$ cat src/rtl/dmem_pkg.sv
`default_nettype none
// ============================================================================
// Module      : dmem_pkg
// Description : Shared definitions for the dmem_ctrl slice: port count,
//               RV32I load/store funct3 codes, controller state encoding and
//               helpers for request checking, load extension and store merge.
// Revision    : 1.0 - initial release
// ============================================================================
package dmem_pkg;

    localparam int NUM_PORTS = 2;

    localparam logic [2:0] F3_B  = 3'b000;  // lb  / sb
    localparam logic [2:0] F3_H  = 3'b001;  // lh  / sh
    localparam logic [2:0] F3_W  = 3'b010;  // lw  / sw
    localparam logic [2:0] F3_BU = 3'b100;  // lbu
    localparam logic [2:0] F3_HU = 3'b101;  // lhu

    typedef enum logic [1:0] {
        IDLE   = 2'd0,
        ACCESS = 2'd1,
        MERGE  = 2'd2,
        DONE   = 2'd3
    } state_t;

    // Illegal funct3, misalignment or word index beyond the memory.
    function automatic logic req_error(input logic        we,
                                       input logic [2:0]  f3,
                                       input logic [31:0] addr,
                                       input int unsigned depth);
        logic bad_f3;
        logic misaligned;
        case (f3)
            F3_B, F3_H, F3_W: bad_f3 = 1'b0;
            F3_BU, F3_HU:     bad_f3 = we;   // no unsigned stores
            default:          bad_f3 = 1'b1;
        endcase
        if (f3 == F3_H || f3 == F3_HU)
            misaligned = addr[0];
        else if (f3 == F3_W)
            misaligned = |addr[1:0];
        else
            misaligned = 1'b0;
        return bad_f3 | misaligned | ({2'b00, addr[31:2]} >= depth);
    endfunction

    // Select the addressed lane of a read word and extend it.
    function automatic logic [31:0] load_ext(input logic [31:0] word,
                                             input logic [2:0]  f3,
                                             input logic [1:0]  off);
        logic [31:0] sh;
        sh = word >> {off, 3'b000};
        case (f3)
            F3_B:    return {{24{sh[7]}}, sh[7:0]};
            F3_H:    return {{16{sh[15]}}, sh[15:0]};
            F3_BU:   return {24'd0, sh[7:0]};
            F3_HU:   return {16'd0, sh[15:0]};
            default: return word;
        endcase
    endfunction

    // Replace only the addressed byte/halfword lanes of the old word.
    function automatic logic [31:0] store_merge(input logic [31:0] word,
                                                input logic [15:0] data,
                                                input logic [2:0]  f3,
                                                input logic [1:0]  off);
        logic [31:0] r;
        r = word;
        if (f3 == F3_B)
            r[{off, 3'b000} +: 8] = data[7:0];
        else
            r[{off[1], 4'b0000} +: 16] = data;
        return r;
    endfunction

endpackage
`default_nettype wire

$ cat src/rtl/dmem_ctrl_if.sv
`default_nettype none
// ============================================================================
// Module      : dmem_ctrl_if
// Description : Requester and memory bus bundle of dmem_ctrl.
//               Requester side : req_valid/we/funct3/addr/wdata (per port),
//                                gnt, rsp_valid (per port), rsp_rdata, rsp_err
//               Memory side    : mem_en, mem_we, mem_addr, mem_wdata,
//                                mem_rdata (one-cycle read latency)
//               slave  modport : used by the controller
//               master modport : used by requesters / memory model
// Revision    : 1.0 - initial release
// ============================================================================
interface dmem_ctrl_if #(
    parameter int DEPTH = 32
);
    import dmem_pkg::*;

    logic [NUM_PORTS-1:0]        req_valid;
    logic [NUM_PORTS-1:0]        req_we;
    logic [NUM_PORTS-1:0][2:0]   req_funct3;
    logic [NUM_PORTS-1:0][31:0]  req_addr;
    logic [NUM_PORTS-1:0][31:0]  req_wdata;
    logic [NUM_PORTS-1:0]        gnt;
    logic [NUM_PORTS-1:0]        rsp_valid;
    logic [31:0]                 rsp_rdata;
    logic                        rsp_err;
    logic                        mem_en;
    logic                        mem_we;
    logic [$clog2(DEPTH)-1:0]    mem_addr;
    logic [31:0]                 mem_wdata;
    logic [31:0]                 mem_rdata;

    modport slave (
        input  req_valid, req_we, req_funct3, req_addr, req_wdata, mem_rdata,
        output gnt, rsp_valid, rsp_rdata, rsp_err,
               mem_en, mem_we, mem_addr, mem_wdata
    );

    modport master (
        output req_valid, req_we, req_funct3, req_addr, req_wdata, mem_rdata,
        input  gnt, rsp_valid, rsp_rdata, rsp_err,
               mem_en, mem_we, mem_addr, mem_wdata
    );

endinterface
`default_nettype wire

$ cat src/rtl/dmem_rr_arb.sv
`default_nettype none
// ============================================================================
// Module      : dmem_rr_arb
// Description : Two-port arbiter producing a one-hot combinational grant.
//               clk, rst : clock / asynchronous active-high reset
//               req      : request vector
//               advance  : commit the current grant (updates priority)
//               gnt      : one-hot grant, zero when no request
//               Macro DMEM_CTRL_RR_EN selects round-robin; otherwise port 0
//               has fixed priority.
// Revision    : 1.0 - initial release
// ============================================================================
module dmem_rr_arb
    import dmem_pkg::*;
(
    input  wire logic                 clk,
    input  wire logic                 rst,
    input  wire logic [NUM_PORTS-1:0] req,
    input  wire logic                 advance,
    output logic      [NUM_PORTS-1:0] gnt
);

`ifdef DMEM_CTRL_RR_EN
    // Index of the most recently granted port; it gets lowest priority.
    // Reset value 1 makes port 0 the first choice.
    logic last_q;

    always_ff @(posedge clk or posedge rst) begin
        if (rst)
            last_q <= 1'b1;
        else if (advance && (|req))
            last_q <= gnt[1];
    end

    always_comb begin
        gnt = '0;
        if (last_q) begin
            if (req[0])      gnt = 2'b01;
            else if (req[1]) gnt = 2'b10;
        end else begin
            if (req[1])      gnt = 2'b10;
            else if (req[0]) gnt = 2'b01;
        end
    end
`else
    logic w_unused;
    assign w_unused = &{1'b0, clk, rst, advance};

    always_comb begin
        gnt = '0;
        if (req[0])      gnt = 2'b01;
        else if (req[1]) gnt = 2'b10;
    end
`endif

endmodule
`default_nettype wire

$ cat src/rtl/dmem_ctrl.sv
`default_nettype none
// ============================================================================
// Module      : dmem_ctrl
// Description : Two-requester data-memory controller for RV32I loads/stores.
//               One request in flight; sub-word stores are done as a
//               read-modify-write. All bus outputs are registered.
//               clk  : rising-edge clock
//               rst  : asynchronous active-high reset
//               bus  : dmem_ctrl_if.slave (requester + memory signals)
//               Macro DMEM_CTRL_RR_EN enables round-robin arbitration.
// Revision    : 1.0 - initial release
// ============================================================================
module dmem_ctrl
    import dmem_pkg::*;
#(
    parameter int DEPTH = 32
) (
    input  wire logic  clk,
    input  wire logic  rst,
    dmem_ctrl_if.slave bus
);
    localparam int AW = $clog2(DEPTH);

    state_t state_q, state_d;

    // Arbitration and winner's request
    logic [NUM_PORTS-1:0] w_arb_gnt;
    logic                 w_arb_adv;
    logic                 w_sel;
    logic                 w_we;
    logic [2:0]           w_f3;
    logic [31:0]          w_addr;
    logic [31:0]          w_wdata;
    logic                 w_err;
    logic                 w_latch;

    // Latched request (only the fields needed after IDLE)
    logic [NUM_PORTS-1:0] port_q;
    logic                 we_q;
    logic [2:0]           f3_q;
    logic [1:0]           off_q;
    logic [15:0]          wlo_q;
    logic                 err_q;

    // Registered outputs
    logic [NUM_PORTS-1:0] gnt_q, gnt_d;
    logic [NUM_PORTS-1:0] rsp_valid_q, rsp_valid_d;
    logic                 rsp_err_q, rsp_err_d;
    logic [31:0]          rsp_rdata_q, rsp_rdata_d;
    logic                 mem_en_q, mem_en_d;
    logic                 mem_we_q, mem_we_d;
    logic [AW-1:0]        mem_addr_q, mem_addr_d;
    logic [31:0]          mem_wdata_q, mem_wdata_d;

    dmem_rr_arb u_arb (
        .clk     (clk),
        .rst     (rst),
        .req     (bus.req_valid),
        .advance (w_arb_adv),
        .gnt     (w_arb_gnt)
    );

    assign w_sel   = w_arb_gnt[1];
    assign w_we    = bus.req_we[w_sel];
    assign w_f3    = bus.req_funct3[w_sel];
    assign w_addr  = bus.req_addr[w_sel];
    assign w_wdata = bus.req_wdata[w_sel];
    assign w_err   = req_error(w_we, w_f3, w_addr, DEPTH);

    // Memory outputs are computed from the next state so that the strobe is
    // visible during ACCESS (read/sw) and during DONE after MERGE (sb/sh).
    always_comb begin
        state_d     = state_q;
        gnt_d       = '0;
        rsp_valid_d = '0;
        rsp_err_d   = 1'b0;
        rsp_rdata_d = '0;
        mem_en_d    = 1'b0;
        mem_we_d    = 1'b0;
        mem_addr_d  = mem_addr_q;
        mem_wdata_d = mem_wdata_q;
        w_arb_adv   = 1'b0;
        w_latch     = 1'b0;

        case (state_q)
            IDLE: begin
                if (|bus.req_valid) begin
                    gnt_d     = w_arb_gnt;
                    w_arb_adv = 1'b1;
                    w_latch   = 1'b1;
                    if (w_err) begin
                        state_d = DONE;
                    end else begin
                        state_d    = ACCESS;
                        mem_en_d   = 1'b1;
                        mem_we_d   = w_we && (w_f3 == F3_W);
                        mem_addr_d = w_addr[AW+1:2];
                        if (w_we && (w_f3 == F3_W))
                            mem_wdata_d = w_wdata;
                    end
                end
            end
            ACCESS: begin
                state_d = (we_q && (f3_q != F3_W)) ? MERGE : DONE;
            end
            MERGE: begin
                mem_en_d    = 1'b1;
                mem_we_d    = 1'b1;
                mem_wdata_d = store_merge(bus.mem_rdata, wlo_q, f3_q, off_q);
                state_d     = DONE;
            end
            DONE: begin
                rsp_valid_d = port_q;
                rsp_err_d   = err_q;
                if (!err_q && !we_q)
                    rsp_rdata_d = load_ext(bus.mem_rdata, f3_q, off_q);
                state_d = IDLE;
            end
            default: state_d = IDLE;
        endcase
    end

    always_ff @(posedge clk or posedge rst) begin
        if (rst) begin
            state_q     <= IDLE;
            gnt_q       <= '0;
            rsp_valid_q <= '0;
            rsp_err_q   <= 1'b0;
            rsp_rdata_q <= '0;
            mem_en_q    <= 1'b0;
            mem_we_q    <= 1'b0;
            mem_addr_q  <= '0;
            mem_wdata_q <= '0;
        end else begin
            state_q     <= state_d;
            gnt_q       <= gnt_d;
            rsp_valid_q <= rsp_valid_d;
            rsp_err_q   <= rsp_err_d;
            rsp_rdata_q <= rsp_rdata_d;
            mem_en_q    <= mem_en_d;
            mem_we_q    <= mem_we_d;
            mem_addr_q  <= mem_addr_d;
            mem_wdata_q <= mem_wdata_d;
        end
    end

    always_ff @(posedge clk or posedge rst) begin
        if (rst) begin
            port_q <= '0;
            we_q   <= 1'b0;
            f3_q   <= '0;
            off_q  <= '0;
            wlo_q  <= '0;
            err_q  <= 1'b0;
        end else if (w_latch) begin
            port_q <= w_arb_gnt;
            we_q   <= w_we;
            f3_q   <= w_f3;
            off_q  <= w_addr[1:0];
            wlo_q  <= w_wdata[15:0];
            err_q  <= w_err;
        end
    end

    assign bus.gnt       = gnt_q;
    assign bus.rsp_valid = rsp_valid_q;
    assign bus.rsp_err   = rsp_err_q;
    assign bus.rsp_rdata = rsp_rdata_q;
    assign bus.mem_en    = mem_en_q;
    assign bus.mem_we    = mem_we_q;
    assign bus.mem_addr  = mem_addr_q;
    assign bus.mem_wdata = mem_wdata_q;

endmodule
`default_nettype wire

$ cat src/flat_wrapper.sv
// flat-port wrapper written by rule: the top's interface ports become plain ports
module dmem_ctrl_flat import dmem_pkg::*;
#(
    parameter int DEPTH = 32
)
  (clk, rst, bus_req_valid, bus_req_we, bus_req_funct3, bus_req_addr, bus_req_wdata, bus_mem_rdata, bus_gnt, bus_rsp_valid, bus_rsp_rdata, bus_rsp_err, bus_mem_en, bus_mem_we, bus_mem_addr, bus_mem_wdata);
  dmem_ctrl_if #(.DEPTH(DEPTH)) bus_i ();
  input  wire logic clk;
  input  wire logic rst;
  input wire logic [$bits(bus_i.req_valid)-1:0] bus_req_valid;
  input wire logic [$bits(bus_i.req_we)-1:0] bus_req_we;
  input wire logic [$bits(bus_i.req_funct3)-1:0] bus_req_funct3;
  input wire logic [$bits(bus_i.req_addr)-1:0] bus_req_addr;
  input wire logic [$bits(bus_i.req_wdata)-1:0] bus_req_wdata;
  input wire logic [$bits(bus_i.mem_rdata)-1:0] bus_mem_rdata;
  output wire logic [$bits(bus_i.gnt)-1:0] bus_gnt;
  output wire logic [$bits(bus_i.rsp_valid)-1:0] bus_rsp_valid;
  output wire logic [$bits(bus_i.rsp_rdata)-1:0] bus_rsp_rdata;
  output wire logic [$bits(bus_i.rsp_err)-1:0] bus_rsp_err;
  output wire logic [$bits(bus_i.mem_en)-1:0] bus_mem_en;
  output wire logic [$bits(bus_i.mem_we)-1:0] bus_mem_we;
  output wire logic [$bits(bus_i.mem_addr)-1:0] bus_mem_addr;
  output wire logic [$bits(bus_i.mem_wdata)-1:0] bus_mem_wdata;
  assign bus_i.req_valid = bus_req_valid;
  assign bus_i.req_we = bus_req_we;
  assign bus_i.req_funct3 = bus_req_funct3;
  assign bus_i.req_addr = bus_req_addr;
  assign bus_i.req_wdata = bus_req_wdata;
  assign bus_i.mem_rdata = bus_mem_rdata;
  assign bus_gnt = bus_i.gnt;
  assign bus_rsp_valid = bus_i.rsp_valid;
  assign bus_rsp_rdata = bus_i.rsp_rdata;
  assign bus_rsp_err = bus_i.rsp_err;
  assign bus_mem_en = bus_i.mem_en;
  assign bus_mem_we = bus_i.mem_we;
  assign bus_mem_addr = bus_i.mem_addr;
  assign bus_mem_wdata = bus_i.mem_wdata;
  dmem_ctrl #(.DEPTH(DEPTH)) u_core (.clk(clk), .rst(rst), .bus(bus_i));
endmodule
$ cat config.mk
export PLATFORM = sky130hd
export DESIGN_NAME = dmem_ctrl_flat
export DESIGN_NICKNAME = d
export VERILOG_FILES = /design/src/rtl/dmem_pkg.sv /design/src/rtl/dmem_ctrl_if.sv /design/src/rtl/dmem_rr_arb.sv /design/src/rtl/dmem_ctrl.sv /design/src/flat_wrapper.sv
export SDC_FILE = /design/constraint.sdc
export NUM_CORES = 1
export LEC_CHECK = 0
export ABC_CLOCK_PERIOD_IN_PS = 2950
export CAP_MARGIN = 5
export CORE_MARGIN = 4
export CORE_UTILIZATION = 34
export CTS_CLUSTER_SIZE = 40
export DETAILED_ROUTE_END_ITERATION = 6
export PLACE_DENSITY = 0.69
export SYNTH_ARGS = -nofsm -noshare
export SYNTH_HDL_FRONTEND = slang
export SYNTH_SLANG_ARGS = --single-unit
$ cat constraint.sdc
create_clock -name clk -period 2.95 [get_ports clk]
set_input_delay 0.295 -clock clk [delete_from_list [all_inputs] [get_ports clk]]
set_output_delay 0.295 -clock clk [all_outputs]
set_load 0.02 [all_outputs]
; ---- Yosys cells after proc, flatten, opt, wreduce, memory -nomap -nowiden
; Index checks and enable logic that the tools add are counted.
[word_totals]
wordCells = 96
regBits = 103
input_bits = 172
[classes]
shift = 5
reduce_logical = 16
n_bitwise = 3
muxes = 39
eq_ne = 14
addsub = 2
n_lt_le_gt_ge = 2
[ops]
columns = op, count
row1 = two-way mux 32 bit, 10
row2 = one-hot mux 32 bit (4 select lines), 1
row3 = bitwise mux 32 bit, 2
row4 = one-hot mux 32 bit (2 select lines), 1
row5 = variable shift 16 x 7 -> 32 bit (first input constant), 1
row6 = variable shift 8 x 7 -> 32 bit (first input constant), 1
row7 = indexed part select 16 x 7 -> 32 bit, 1
row8 = indexed part select 8 x 7 -> 32 bit, 1
row9 = >> shifter 32 x 5 -> 16 bit, 1
row10 = greater-or-equal comparator 30 x 6 -> 1 bit (second input constant), 1
row11 = two-way mux 2 bit, 7
row12 = negation 5 -> 7 bit, 2
row13 = equality test 3 bit (second input constant), 4
row14 = two-way mux 1 bit, 12
row15 = one-hot mux 2 bit (4 select lines), 1
row16 = equality test 3 x 1 -> 1 bit (second input constant), 2
row17 = logical NOT 3 bit, 2
row18 = two-way mux 3 bit, 2
row19 = one-hot mux 1 bit (2 select lines), 3
row20 = OR reduction 2 bit, 3
row21 = equality test 2 bit (second input constant), 2
row22 = inequality test 2 x 1 -> 1 bit (second input constant), 2
row23 = AND reduction 4 bit, 1
row24 = equality test 3 x 2 -> 1 bit (second input constant), 1
row25 = 13 further kinds, 17

; ---- Logic depth before layout (Yosys ltp)
; Gate-level depths: netlist of run 1.
[logic_depth]
ltp_word = 12
ltp_mapped = 10
mapped_depth_nobuf = 8

; ---- Hierarchy
; Synthesis of run 1 repeated with hierarchy kept, for this count alone.
[hier_totals]
hier_cells = 603
area_unflattened_um2 = 5804.3
[modules_own_cells]
columns = mod, cells_per_inst, instances, area_each_um2
row1 = dmem_ctrl, 601, 1, 5783.0
row2 = dmem_rr_arb, 2, 1, 21.3

; ---- Worst setup path after synthesis of run 1
; OpenSTA, ideal clock, no wires.
[synth_timing]
path_kind = register to register
from = register u_core.off_q[1]
to = register u_core.mem_wdata_q[24], in the netlist u_core.bus.mem_wdata[24]
setup_slack_ns = 0.263
stages_incl_launch_ff = 9
period_less_slack_ns = 2.687
required_ns = 2.884
path_buffers = 2
t_arrival_ns = 2.621
cell_sequence = dfrtp_1 -> clkbuf_1 -> buf_1 -> inv_1 -> ha_1 -> nor4_1 -> a221oi_1 -> o22ai_1 -> mux2_1
[synth_between]
elab_chain_len = 5
word_cells_on_any_way = 10
classes_between = add/sub: 2 / shift: 4 / mux: 4
[synth_lines]
columns = element, line_no
row1 = start: declaration, dmem_ctrl.sv:41  ; logic [1:0] off_q;
row2 = start signal: assignment, dmem_ctrl.sv:159  ; off_q <= w_addr[1:0];
row3 = negation 5 -> 7 bit (on tied branches), "dmem_pkg.sv:72, dmem_pkg.sv:70"
row4 = "indexed part select 16 x 7 -> 32 bit, or another cell as far along", dmem_pkg.sv:72  ; r[{off[1], 4'b0000} +: 16] = data;
row5 = bitwise mux 32 bit (on tied branches), "dmem_pkg.sv:72, dmem_pkg.sv:70"
row6 = two-way mux 32 bit (*), dmem_pkg.sv:69  ; if (f3 == F3_B)
row7 = one-hot mux 32 bit (2 select lines) (*), dmem_ctrl.sv:85  ; case (state_q)
row8 = end signal: assignment, dmem_ctrl.sv:143  ; mem_wdata_q <= mem_wdata_d;
row9 = end: declaration, dmem_ctrl.sv:53  ; logic [31:0] mem_wdata_q, mem_wdata_d;
; Every way passes the cells marked *; elsewhere a longest branch is shown, timed or not.
; A chain may end at the register's enable or synchronous reset.

; ---- Final worst setup path of run 1
; Ends and elaborated chain as after synthesis.

==> run_results.csv, run 1 <==
group,metric,value,unit
synthesis,synth_area_leaders,"dfrtp_1, mux2i_1, nand2_1",
layout,instances_no_fill,1092,
drt,ant_nets,0,
synthesis,syn_avg_cell_area,9.411,sq um
hold_path,min_path_type,"input pin to async pin",
power,power_density,802.8,nW/um^2
setup_path,startpoint_type,"register",
die,die_w,140.2,microns
global_route,antenna_found_initial,0,
die,core-area,17180,sq um
global_route,met2_usage,32.33,%
drt,first_iter_violations,568,
sta,setup_tns,0,ns
setup_path,cp_max_fo,8,
synthesis,synth_most_common_cell,"dfrtp_1",
drt,drt_first_pass_iters,6,
global_route,grt_max_degree,44,
setup_path,arrival,2.94,ns
layout,drive_gt1_share,7.728,%
synthesis,synth_cell_types,52,
drt,drt-total-wl,20820,microns
power,power.leakage,3.918,nW
clock_network,htree_levels,3,
synthesis,syn_nets,812,
placement,dp.cells,1079,
layout,multi_input_area,3075,sq um
sta,rsz0062_at_grt,"false",
drt,wl_per_cell,19.07,microns
global_route,grt_pass1_vias,5591,
setup_path,cpPeakStageDelay,1.01,ns
clock_network,hold_buffers,0,
synthesis,yosysTopAreaCell,"dfrtp_1",
global_route,busiest_layer,"met2",
placement,port_buffers,247,
sta,finalSetupViolations,0,
power,peakVddDrop,0.4351,mV
sta,worst_pin_slew,1.195,ns
outcome,status,"finished clean",
clock_network,cts_resized,0,
clock_network,clk_latency,0.35,ns
global_route,grt_pass1_wl,31740,microns
drt,vias_per_cell,5.297,
synthesis,synth_area,5938,sq um
setup_path,crit_buf_inv,1,
sta,slew_headroom,19.57,%
clock_network,cts_sinks,103,
synthesis,yosys-top-cells-count,"dfrtp_1, nand2_1, a21oi_1",
clock_network,cts-root-buf,"clkbuf_16",
setup_path,end_kind,"register",
sta,final.period_utilization,89.78,%
layout,n_antenna_cell,0,
global_route,use_met3,4.438,%
sta,hold_violations,0,
die,die-area,19640,sq um
setup_path,required,3.24,ns
setup_path,cpLargestDelayFamily,"simple AND/OR/NAND/NOR gates",
synthesis,synth_seq_cells,103,
global_route,grt-ovfl-total,0,
synthesis,ys_warn_count,0,
run,maxCapViolations,0,
clock_network,cts_buffers,9,
placement,hpwl,16500,microns
global_route,track_usage,20.63,%
synthesis,ys.flop_type,"dfrtp_1",
synthesis,synth_top_cell_area_share,43.40,%
drt,vias,5784,
clock_network,cts_tree,"yes",
setup_path,path_class,"register to register",
layout,seqCellArea,2577,sq um
placement,gp_congestion,0.8992,
die,ios,248,
sta,period_needed,2.649,ns
setup_path,r2r-start,"u_core.off_q[1]$_DFFE_PP0P_",
setup_path,slowest_stage,"nor4_1",
synthesis,async_flop_share,100.0,%
layout,fillers,1625,
die,row_count,48,
layout,areaGrowthSynthToFinish,50.70,%
die,die_h,140.2,microns
power,power,7.183,mW
synthesis,netlist_instances,631,
clock_network,path_clk_slew,0.06,ns
setup_path,cp-startpoint,"u_core.off_q[1]$_DFFE_PP0P_",
synthesis,synth_edf_count,0,
drt,drc_errors,0,
global_route,met1_usage,28.24,%
sta,max_freq,377.6,MHz
clock_network,post_cts_buffers,0,
setup_path,cp_cell_sequence,"inv_1, ha_1, nor4_1, a221oi_1, o22ai_1, mux2_1",
clock_network,cts_buffer_depth,2,
layout,nets,1046,
sta,fin_skew,0.009351,ns
sta,slew_viol_final,0,
synthesis,yosysSeqAreaShare,43.40,%
die,start_util,34.57,%
==> report_power, final <==
| group | switching (mW) | total [mW] | internal (mW) |
|---|---|---|---|
| combinational | 2.17 | 3.90 | 1.73 |
| clock | 0.489 | 1.07 | 0.578 |
| sequential | 0.364 | 2.22 | 1.86 |
==> path summary, 6_finish.rpt <==
check / slack [ns] / to / cells past startpoint
max in group asynchronous: 1.89 / u_core.bus.mem_wdata[18]$_DFFE_PP0P_ / 3
setup / recovery: 0.30 / u_core.bus.mem_wdata[24]$_DFFE_PP0P_ / 6
min in group clk: 0.47 / u_core.port_q[1]$_DFFE_PP0P_ / 1
hold / removal: 0.44 / u_core.bus.rsp_valid[1]$_DFF_PP0_ / 2
hold reg to reg: 0.47 / u_core.port_q[1]$_DFFE_PP0P_ / 1
setup reg to reg: 0.30 / u_core.bus.mem_wdata[24]$_DFFE_PP0P_ / 6
==> registers in the layout, summed over array words and instances, names as in the netlist, 2 cells and up <==
name / cells
u_core.state_q: 2
u_core.off_q: 2
u_core.bus.rsp_valid: 2
u_core.bus.gnt: 2
u_core.wlo_q: 16
u_core.f3_q: 3
u_core.port_q: 2
u_core.bus.mem_wdata: 32
u_core.bus.mem_addr: 5
u_core.bus.rsp_rdata: 32
==> cell usage in the layout (no fill, tap or decap), drive strengths merged, types with 4 or more instances in the layout <==
cell type,n
nor4,11
ha,9
clkdlybuf4s50,247
mux2i,52
nand4,4
nor2,32
o22ai,18
a31o,8
mux2,33
buf,20
a221o,8
nand2,83
dfrtp,103
clkbuf,11
nor3,4
inv,24
and3,9
a22oi,8
and2,5
a221oi,16
nor3b,6
a21oi,61
o21ai,56
o221a,7
==> logic make-up after synthesis <==
logic type / synth area share [%]
AND/OR/NAND/NOR: 13.38
multiplexers: 15.40
adder cells (fa/ha/maj): 1.896
flip-flops: 43.40
AO/OA/AOI/OAI: 20.97
buffers and inverters: 4.952
==> cell type report <==
| cell class | count | share of cell area (%) |
|---|---|---|
| Clock buffer | 11 | 2.713 |
| Clock inverter | 2 | 0.1119 |
| Inverter | 26 | 1.133 |
| Multi-Input combinational cell | 458 | 34.37 |
| Sequential cell | 103 | 28.80 |
| Tap cell | 225 | 3.146 |
| Timing Repair Buffer | 267 | 29.73 |
==> layer usage <==
layer,part of all wire [%],vias up,wire length (microns)
met1,43,2713,8922
met3,7.7,36,1598
li1,-,2768,-
met2,47,267,9708
met5,0,-,0
met4,2.8,0,591
==> stage by stage <==
step                area [sq um]  hold slack, ns  util [%]  setup WS [ns]
floorplan                   5942          0.4237         -         0.2633
global placement            8696          0.4508     50.63         0.2414
detailed placement          8696          0.4586     50.63         0.1714
CTS                         8949          0.4519     52.10         0.4017
global route                8949          0.4994     52.10         0.1460
finish                      8949          0.4363     52.10         0.3014
Note: power is estimated with default switching activity, not from simulation.
==> run 2, diff against run 1 <==
ABC_CLOCK_PERIOD_IN_PS = 2980   (was 2950)
PLACE_DENSITY = 0.66   (was 0.69)
SLEW_MARGIN = 5   (was unset)
clock period = 2.98 ns   (was 2.95 ns; I/O delays follow)
==> run_results.csv, run 2 (synthesis gave the netlist of run 1 again) <==
group,metric,value,unit
power,power.leakage,3.962,nW
sta,rsz0062_at_grt,"false",
die,die_w,140.2,microns
sta,finalSetupViolations,0,
clock_network,cts_sinks,103,
placement,hpwl,16610,microns
drt,vias_per_cell,5.246,
power,clkPwrFrac,18.2,%
drt,wl_per_cell,19.21,microns
run,maxCapViolations,0,
sta,worst_pin_slew,0.8530,ns
placement,dpl_cell_area,8703,sq um
global_route,track_usage,20.92,%
global_route,grt_max_degree,44,
drt,routed.top_layer,"met4",
outcome,status,"finished clean",
power,seqPwrFrac,29.8,%
clock_network,htree_levels,3,
sta,final.period_utilization,83.02,%
layout,nets,1047,
placement,port_buffers,247,
placement,gp_congestion,0.8491,
clock_network,hold_buffers,0,
clock_network,cts_tree,"yes",
setup_path,cpPeakStageDelay,0.67,ns
die,die-area,19640,sq um
layout,fin_area,9046,sq um
drt,dr_wl_met3,1460,microns
drt,drc_errors,0,
clock_network,path_clk_slew,0.07,ns
drt,drt-total-wl,21090,microns
die,ios,248,
drt,wl_met1,8981,microns
hold_path,min_path_type,"input pin to async pin",
die,row_count,48,
power,peakVddDrop,0.5016,mV
layout,drive_gt1_share,8.152,%
placement,dp.cells,1080,
layout,instances_no_fill,1098,
global_route,grt_pass1_wl,31880,microns
setup_path,startpoint_type,"register",
drt,ant_nets,0,
clock_network,cts_resized,0,
power,power_frac_comb,52.1,%
setup_path,end_kind,"register",
sta,slew_headroom,42.70,%
setup_path,slowest_stage,"or3_1",
clock_network,clk_latency,0.36,ns
clock_network,cts_buffers,9,
sta,hold_violations,0,
power,p_int,4.371,mW
drt,drt_first_pass_iters,5,
drt,wl_met2,10290,microns
power,power_density,817.7,nW/um^2
drt,vias,5760,
setup_path,cp_max_fo,17,
setup_path,path_class,"register to register",
setup_path,required,3.27,ns
global_route,grt-ovfl-total,0,
power,p_sw,3.026,mW
die,die_h,140.2,microns
layout,areaGrowthSynthToFinish,52.34,%
clock_network,cts-root-buf,"clkbuf_16",
die,core-area,17180,sq um
layout,fillers,1658,
clock_network,cts_buffer_depth,2,
die,start_util,34.57,%
sta,setup_tns,0,ns
layout,most-common-layout-cells,"clkdlybuf4s50_1, dfrtp_1, nand2_1, a21oi_1, o21ai_0",
layout,final_common_cell,"clkdlybuf4s50_1",
sta,slew_viol_final,0,
global_route,antenna_found_initial,2,
drt,first_iter_violations,358,
sta,hold_slack,0.4201,ns
setup_path,cp_cell_sequence,"or3_1, nand2_1, a21boi_1, a22oi_1, a21oi_1, mux2_1",
setup_path,arrival,2.77,ns
clock_network,post_cts_buffers,0,
setup_path,r2r_slack,0.51,ns
global_route,grt_pass1_vias,5607,
sta,fin_skew,0.009512,ns
sta,max_freq,404.2,MHz
power,switching_share,40.91,%
sta,period_needed,2.474,ns
## run 2: cell types whose count changed in the layout (fill, tap and decap cells not counted), sizes merged
cell	delta
buf	+1
diode	+2
clkbuf	-1
bufinv	+3
clkinv	+1
## run 2: metrics by stage
| step | power, mW | worst slack (ns) | util, % |
|---|---|---|---|
| after global routing | 7.869 | 0.3211 | 52.67 |
| after detailed placement | 6.051 | 0.2225 | 50.67 |
| after CTS | 7.428 | 0.5538 | 52.64 |
| final | 7.397 | 0.5059 | 52.67 |
| after floorplan | 4.568 | 0.2933 | - |
| after global placement | 6.017 | 0.2521 | 50.67 |
## run 2: area by class of cell
| type | count | area [sq um] | share of cell area (%) |
|---|---|---|---|
| timing repair buffer | 268 | 2668 | 29.49 |
| clock inverter | 6 | 108.9 | 1.203 |
| tap | 225 | 281.5 | 3.112 |
| multi-input combinational | 458 | 3075 | 34.00 |
| clock buffer | 10 | 229.0 | 2.531 |
| inverter | 26 | 101.3 | 1.120 |
| antenna | 2 | 5.005 | 0.05533 |
| sequential | 103 | 2577 | 28.49 |
## run 2: path summary, 6_finish.rpt
check	startpoint	to	cells after the start
worst min-delay path	rst	u_core.port_q[1]$_DFFE_PP0P_	2
min in group clk	u_core.port_q[1]$_DFFE_PP0P_	u_core.port_q[1]$_DFFE_PP0P_	1
worst max-delay path	u_core.f3_q[0]$_DFFE_PP0P_	u_core.bus.mem_wdata[21]$_DFFE_PP0P_	6
worst max register to register	u_core.f3_q[0]$_DFFE_PP0P_	u_core.bus.mem_wdata[21]$_DFFE_PP0P_	6
worst min register to register	u_core.port_q[1]$_DFFE_PP0P_	u_core.port_q[1]$_DFFE_PP0P_	1
max in group asynchronous	rst	u_core.wlo_q[9]$_DFFE_PP0P_	3
## run 2: power groups by stage
stage | sequential [mW] | combinational [mW] | clock, mW
after floorplan | 2.41 | 2.16 | 0
after global routing | 2.25 | 4.19 | 1.43
after CTS | 2.20 | 3.86 | 1.37
final | 2.20 | 3.85 | 1.35
after global placement | 2.21 | 3.81 | 0
after detailed placement | 2.22 | 3.83 | 0
## run 2: routing by layer
| metal | vias up | global-route usage, % |
|---|---|---|
| met5 | - | 0 |
| met2 | 210 | 34.20 |
| li1 | 2778 | - |
| met3 | 23 | 5.053 |
| met4 | 0 | 5.813 |
| met1 | 2749 | 27.77 |
## run 2: critical path: cells and delay by family, from the launching register on
family             cells  cell delay [ns]
and+or+nand+nor        2             0.85
DFF                    1             0.53
muxes                  1             0.15
AOI/OAI and AO/OA      3             0.90
